### config.mk
export PLATFORM = sky130hd
export DESIGN_NAME = ts_packet_sync
export DESIGN_NICKNAME = d
export VERILOG_FILES = /design/src/rtl/ts_pkg.sv /design/src/rtl/ts_packet_sync.sv
export SDC_FILE = /design/constraint.sdc
export NUM_CORES = 1
export LEC_CHECK = 0
export CAP_MARGIN = 20
export CORE_ASPECT_RATIO = 0.9
export CORE_MARGIN = 3
export CORE_UTILIZATION = 44
export CTS_BUF_LIST = sky130_fd_sc_hd__clkbuf_4
export DETAILED_ROUTE_END_ITERATION = 8
export PLACE_DENSITY = 0.68
export SKIP_CTS_REPAIR_TIMING = 1
export SYNTH_ARGS = -nofsm -noshare
export SYNTH_HDL_FRONTEND = slang
export SYNTH_SLANG_ARGS = --single-unit
### constraint.sdc
create_clock -name clk -period 2.4 [get_ports clk]
set_input_delay 0.48 -clock clk [delete_from_list [all_inputs] [get_ports clk]]
set_output_delay 0.48 -clock clk [all_outputs]
set_load 0.05 [all_outputs]
### src/rtl/ts_pkg.sv
// Shared MPEG2-TS definitions used by the packet synchronizer and the loss counter.
package ts_pkg;

  localparam int         TS_PKT_LEN   = 188;
  localparam logic [7:0] TS_SYNC_BYTE = 8'h47;

  typedef enum logic [1:0] {
    HUNT   = 2'd0,
    VERIFY = 2'd1,
    LOCK   = 2'd2
  } sync_state_t;

endpackage

### src/rtl/ts_packet_sync.sv
// Per-stream TS packet synchronizer: hunts for the sync byte, verifies it over
// several packets, then forwards aligned bytes with a strobe on each packet start.
module ts_packet_sync
  import ts_pkg::*;
#(
  parameter int         PKT_LEN    = TS_PKT_LEN,
  parameter logic [7:0] SYNC_BYTE  = TS_SYNC_BYTE,
  parameter int         LOCK_CNT   = 3,
  parameter int         UNLOCK_CNT = 3
) (
  input  logic        clk,
  input  logic        reset,
  input  logic        in_valid,
  input  logic [7:0]  in_data,
  output logic        out_valid,
  output logic        out_sync,
  output logic [7:0]  out_data,
  output logic        locked,
  output logic [15:0] sync_loss_count
);

  localparam int POS_W = $clog2(PKT_LEN);
  localparam int CNT_W = $clog2(((LOCK_CNT > UNLOCK_CNT) ? LOCK_CNT : UNLOCK_CNT) + 1);

  localparam logic [POS_W-1:0] POS_LAST = POS_W'(PKT_LEN - 1);
  localparam logic [POS_W-1:0] POS_ONE  = POS_W'(1);
  localparam logic [CNT_W-1:0] CNT_ONE  = CNT_W'(1);
  localparam logic [CNT_W-1:0] LOCK_N   = CNT_W'(LOCK_CNT);
  localparam logic [CNT_W-1:0] UNLOCK_N = CNT_W'(UNLOCK_CNT);

  sync_state_t      state, state_next;
  logic [POS_W-1:0] pos, pos_next, pos_inc;
  logic [CNT_W-1:0] good, good_next;
  logic [CNT_W-1:0] miss, miss_next;
  logic [15:0]      loss_next;
  logic             valid_next, sync_next, locked_next;
  logic [7:0]       data_next;
  logic             is_sync;

  assign pos_inc = (pos == POS_LAST) ? '0 : pos + POS_ONE;
  assign is_sync = (in_data == SYNC_BYTE);

  // Next-state and next-output logic; idle cycles hold all state and drop out_valid.
  always_comb begin
    state_next = state;
    pos_next   = pos;
    good_next  = good;
    miss_next  = miss;
    loss_next  = sync_loss_count;
    valid_next = 1'b0;
    sync_next  = 1'b0;
    data_next  = out_data;
    if (in_valid) begin
      data_next = in_data;
      unique case (state)
        HUNT: begin
          if (is_sync) begin
            good_next = CNT_ONE;
            pos_next  = pos_inc;
            if (LOCK_N == CNT_ONE) begin
              state_next = LOCK;
              miss_next  = '0;
              valid_next = 1'b1;
              sync_next  = 1'b1;
            end else begin
              state_next = VERIFY;
            end
          end
        end
        VERIFY: begin
          if (pos == '0) begin
            if (is_sync) begin
              good_next = good + CNT_ONE;
              pos_next  = pos_inc;
              if (good + CNT_ONE == LOCK_N) begin
                state_next = LOCK;
                miss_next  = '0;
                valid_next = 1'b1;
                sync_next  = 1'b1;
              end
            end else begin
              state_next = HUNT;
              pos_next   = '0;
              good_next  = '0;
            end
          end else begin
            pos_next = pos_inc;
          end
        end
        LOCK: begin
          pos_next   = pos_inc;
          valid_next = 1'b1;
          sync_next  = (pos == '0);
          if (pos == '0) begin
            if (is_sync) begin
              miss_next = '0;
            end else if (miss + CNT_ONE == UNLOCK_N) begin
              valid_next = 1'b0;
              sync_next  = 1'b0;
              state_next = HUNT;
              pos_next   = '0;
              good_next  = '0;
              miss_next  = '0;
              loss_next  = (sync_loss_count == 16'hFFFF) ? sync_loss_count
                                                         : sync_loss_count + 16'd1;
            end else begin
              miss_next = miss + CNT_ONE;
            end
          end
        end
        default: begin
          state_next = HUNT;
          pos_next   = '0;
          good_next  = '0;
          miss_next  = '0;
        end
      endcase
    end
  end

  assign locked_next = (state_next == LOCK);

  // State, counters and registered outputs; reset drops any partial packet.
  always_ff @(posedge clk) begin
    if (reset) begin
      state           <= HUNT;
      pos             <= '0;
      good            <= '0;
      miss            <= '0;
      sync_loss_count <= '0;
      out_valid       <= 1'b0;
      out_sync        <= 1'b0;
      out_data        <= '0;
      locked          <= 1'b0;
    end else begin
      state           <= state_next;
      pos             <= pos_next;
      good            <= good_next;
      miss            <= miss_next;
      sync_loss_count <= loss_next;
      out_valid       <= valid_next;
      out_sync        <= sync_next;
      out_data        <= data_next;
      locked          <= locked_next;
    end
  end

endmodule
### Yosys cells after proc, flatten, opt, wreduce, memory -nomap -nowiden

Index checks and enable logic that the tools add are counted.

| operators by class | value |
|---|---|
| $add $sub $neg | 4 |
| equality and inequality tests | 15 |
| muxes and demuxes | 40 |
| bitwise operators | 4 |
| reduce and logical (&&, ||, !) cells | 7 |

Operators by type and width:

| cell | count |
|---|---|
| 8-bit two-way mux | 7 |
| 2-bit two-way mux | 20 |
| 8-bit case mux with 3 select lines | 1 |
| 2-bit case mux with 3 select lines | 3 |
| 6-bit AND reduction | 3 |
| 16-bit by 1-bit adder with 16-bit output (second input constant) | 1 |
| 16-bit == test (second input constant) | 1 |
| 2-bit inequality test (second input constant) | 7 |
| 8-bit by 1-bit adder with 8-bit output (second input constant) | 1 |
| 2-bit == test (second input constant) | 4 |
| 8-bit by 7-bit == test with 1-bit output (second input constant) | 1 |
| 8-bit == test (second input constant) | 1 |
| 8-bit logical NOT | 1 |
| 1-bit two-way mux | 7 |
| 2-bit by 1-bit adder with 2-bit output (second input constant) | 2 |
| 1-bit inverter | 4 |
| 1-bit case mux with 2 select lines | 2 |
| 2-bit by 1-bit == test with 1-bit output (second input constant) | 1 |
| 2-bit logical NOT | 1 |
| 2-bit AND reduction | 1 |
| 2-bit OR reduction | 1 |

| word-level totals | value |
|---|---|
| register bits after elaboration | 41 |
| bits of input ports | 11 |

### Logic depth before layout (Yosys ltp)

Gate-level depths: netlist of the first run.

| logic depth | value |
|---|---|
| depth in word-level cells | 8 |
| depth in mapped cells | 9 |
| depth with buffers taken out | 8 |

### Worst setup path before layout of the first run

OpenSTA, ideal clock, no wires.

| timing path | value |
|---|---|
| path kind | reg-to-reg |
| start | reg sync_loss_count[0] |
| end | reg sync_loss_count[15] |
| setup time | 0.128 ns |
| arrival | 2.066 ns |
| required time | 2.272 ns |
| path slack | 0.206 ns |
| cell stages (with the launch flop) | 8 |
| buffers on the path | 0 |
| cells stage by stage | dfxtp_1 -> ha_1 -> nand2_1 -> or3_1 -> o2111a_1 -> nand4_1 -> xor2_1 -> nor2_1 |

| between the ends | value |
|---|---|
| word-level cells in the longest chain between the ends | 3 |

RTL lines:

| what | RTL line | text |
|---|---|---|
| from (decl) | ts_packet_sync.sv:19 | `output logic [15:0] sync_loss_count` |
| from (signal assigned) | ts_packet_sync.sv:140 | `sync_loss_count <= loss_next;` |
| branches (longest 3 deep; another with 16-bit by 1-bit adder with 16-bit output) | n/a |  |

Several ways; the timed one is not identified.
A chain may end at the register's enable or synchronous reset.

### Worst setup path after layout of the first run

| timing path | value |
|---|---|
| start | reg sync_loss_count[3] |
| end | out sync_loss_count[3] |

No word-level cell between the ends.

==> results_dict.tcl, run 1 <==
set metrics [dict create \
    outcome "finished clean" \
    synth_warnings 0 \
    crit_chain "clkdlybuf4s50_1" \
    drt_iter0_markers 67 \
    fin_crit_sh_pct 88.3 \
    grt_overflow 0 \
    num_rows 23 \
    slew_violations 0 \
    rsz0062_at_grt "no" \
    clock_skew_ps 9.28 \
    grt_max_degree 25 \
    required_ps 1920 \
    hold_start "good[0]" \
    hold_viol 0 \
    routed_via_density 5.28 \
    leakage_uw 0.000976 \
    dieWidth_um 80.1 \
    synth_fp_nets 274 \
    portBuffers 37 \
    cts_root_buffer "clkbuf_4" \
    cts-buffers-inserted 5 \
    n_antenna_cell 0 \
    p_per_area_nw_per_um2 445 \
    insertion_delay_ps 340 \
    nNetsFinal 325 \
    synth-edff-count 0 \
    timing.rr.start "pos[0]" \
    cts_tree "yes" \
    synthCells 255 \
    fin_crit_ps 2120 \
    grt_pass1_vias 1751 \
    hpwl_um 3510 \
    startpoint_type "flip-flop" \
    cpPeakStageDelay_ps 840 \
    fmax_mhz 472 \
    antenna_found_initial 0 \
    synth.yosys.seq_area_share_pct 37.7 \
    reg2reg_depth 6 \
    r2r_slack_ps 370 \
    syn_area_per_cell_um2 8.53 \
    core_um2 4600 \
    min_path_type "flip-flop to flip-flop" \
    r2r-end "pos[3]" \
    clockBufferDepth 2 \
    whs_path_depth 2 \
    htree_levels 2 \
    criticalPathCategory "flip-flop to output port" \
    drv_cap 0 \
    crit_buf_inv 1 \
    setup_viol 0 \
    arrival_ps 1640 \
    holdPathEnd "good[0]" \
    crit_fanout 7 \
    netlist_area_um2 2170 \
    firstDrtPassIters 4 \
    synth_flop_cell "dfxtp_1" \
    track_usage_pct 17.1 \
    drcViolationCount 0 \
    synth-seq-cells 41 \
    seqCellArea_um2 821 \
    gp_congestion 0.858 \
    ant_nets 0 \
    maxSlewHeadroom_pct 57.8 \
    die_area_um2 5820 \
    multiInputGateArea_um2 1270 \
    ios 38 \
    drt_wl_total_um 4640 \
    nFillCells 410 \
    fp.dieH_um 72.7 \
    worst_slew_pin_slew_ps 625 \
    holdWs_ps 492 \
    synth_cell_types 53 \
    crit_slowest_cell "clkdlybuf4s50_1" \
    peakVddDrop_v 0.000300 \
    start_util_pct 47.2 \
    critPathTopFamily "buffers and inverters" \
    clk_pin_slew_ps 120 \
    end_kind "output port" \
    synth-async-reset-ratio_pct 0 \
    grt_pass1_wl_um 8070 \
    fin_util_pct 60.1 \
    drive_gt1_share_pct 10.5 \
    vias 1942 \
    area_delta_synth_final_pct 27.3 \
    cts_sinks 41 \
    wire_per_inst_um 12.6 \
]
[worst max-delay path by stage]
stage	startpoint	to	slack, ps	depth (start not counted)
after CTS	sync_loss_count[3]	sync_loss_count[3]	250	1
after global placement	in_data[7]	pos[0]	-10	8
after global routing	pos[0]	pos[3]	150	6
final	sync_loss_count[3]	sync_loss_count[3]	280	1
after detailed placement	in_data[7]	pos[0]	-50	8
after floorplan	sync_loss_count[0]	sync_loss_count[15]	210	7
[tightest hold or removal path, delay by kind of cell (launching register included)]
family	cells	cell delay, ps
flops	1	330
buf+inv	1	70
compound gates	1	60
[cell usage in the layout, fill, tap and decap left out, drive strengths merged, types with 2 or more instances in the layout]
cell,synthesis,layout
a21boi,2,2
a21oi,12,12
a31oi,5,5
a41oi,2,2
and2,2,2
and3,4,4
and4bb,2,2
buf,4,15
clkbuf,4,5
clkdlybuf4s50,0,37
dfxtp,41,41
ha,8,8
inv,12,12
mux2i,9,9
nand2,26,26
nand2b,2,2
nand3,20,20
nand4,6,6
nand4b,2,2
nor2,30,30
nor2b,2,2
nor3,11,11
nor4b,2,2
o21ai,10,10
o32ai,2,2
or3,5,5
xnor2,9,9
xor2,4,4
[synth_stat cells (5+ instances only)]
library cell	n	area, um2
mux2i_1	9	90.1
nand3_1	20	100
a31oi_1	5	31.3
inv_1	12	45.0
xnor2_1	9	78.8
nand4_1	6	37.5
nor3_1	10	50.1
nor2_1	30	113
o21ai_0	9	45.0
ha_1	8	100
dfxtp_1	41	821
a21oi_1	12	60.1
nand2_1	25	93.8
[logic make-up (layout without fill, tap and decap cells)]
| family | after synthesis | count (layout) | synth area share, % |
|---|---|---|---|
| buf+inv | 20 | 71 | 3.91 |
| xor+xnor | 13 | 13 | 5.24 |
| fa+ha+maj | 8 | 8 | 4.60 |
| compound gates | 44 | 44 | 15.0 |
| flops | 41 | 41 | 37.7 |
| mux | 9 | 9 | 4.14 |
| simple gates | 120 | 120 | 29.4 |
[metrics by stage]
stage	setup slack [ps]	power, uW	instance area [um2]	std cells	setup TNS, ps
after floorplan	206	768	2170	255	0
final	282	1230	2770	368	0
after global placement	-13.3	814	2700	361	-26.2
after detailed placement	-50.0	814	2700	361	-255
after CTS	253	1250	2770	368	0
after global routing	146	1290	2770	368	0
[metal layers]
metal | track usage, % | routed length (um) | part of all wire, % | vias up
met5 | 0 | 0 | 0 | -
met4 | 5.63 | 42 | 0.90 | 0
met3 | 3.70 | 176 | 3.8 | 4
met2 | 25.6 | 2050 | 44 | 36
met1 | 24.4 | 2370 | 51 | 886
li1 | - | - | - | 1016
[report_power, final]
group | switching, uW | internal (uW)
sequential | 3.83 | 688
combinational | 60.9 | 45.0
clock | 221 | 212
total | 286 | 946
[registers in the layout (all words and copies together), names as in the netlist]
register,count
good,2
locked,1
miss,2
out_data,8
out_sync,1
out_valid,1
pos,8
state,2
sync_loss_count,16
[area by class of cell]
type,count,area share [%]
Sequential cell,41,29.7
Timing Repair Buffer,52,17.5
Clock inverter,2,1.27
Clock buffer,5,1.36
Multi-Input combinational cell,194,45.8
Inverter,12,1.63
Tap cell,62,2.80
Note: power is estimated with default switching activity, not from simulation.
==> run 2: changes to the inputs <==
CTS_CLUSTER_DIAMETER = 50   (was not set)
SETUP_SLACK_MARGIN = 0.02   (was not set)
==> results of run 2 <==
Same layout as run 1: the final DEF is identical, and so are final timing and power.
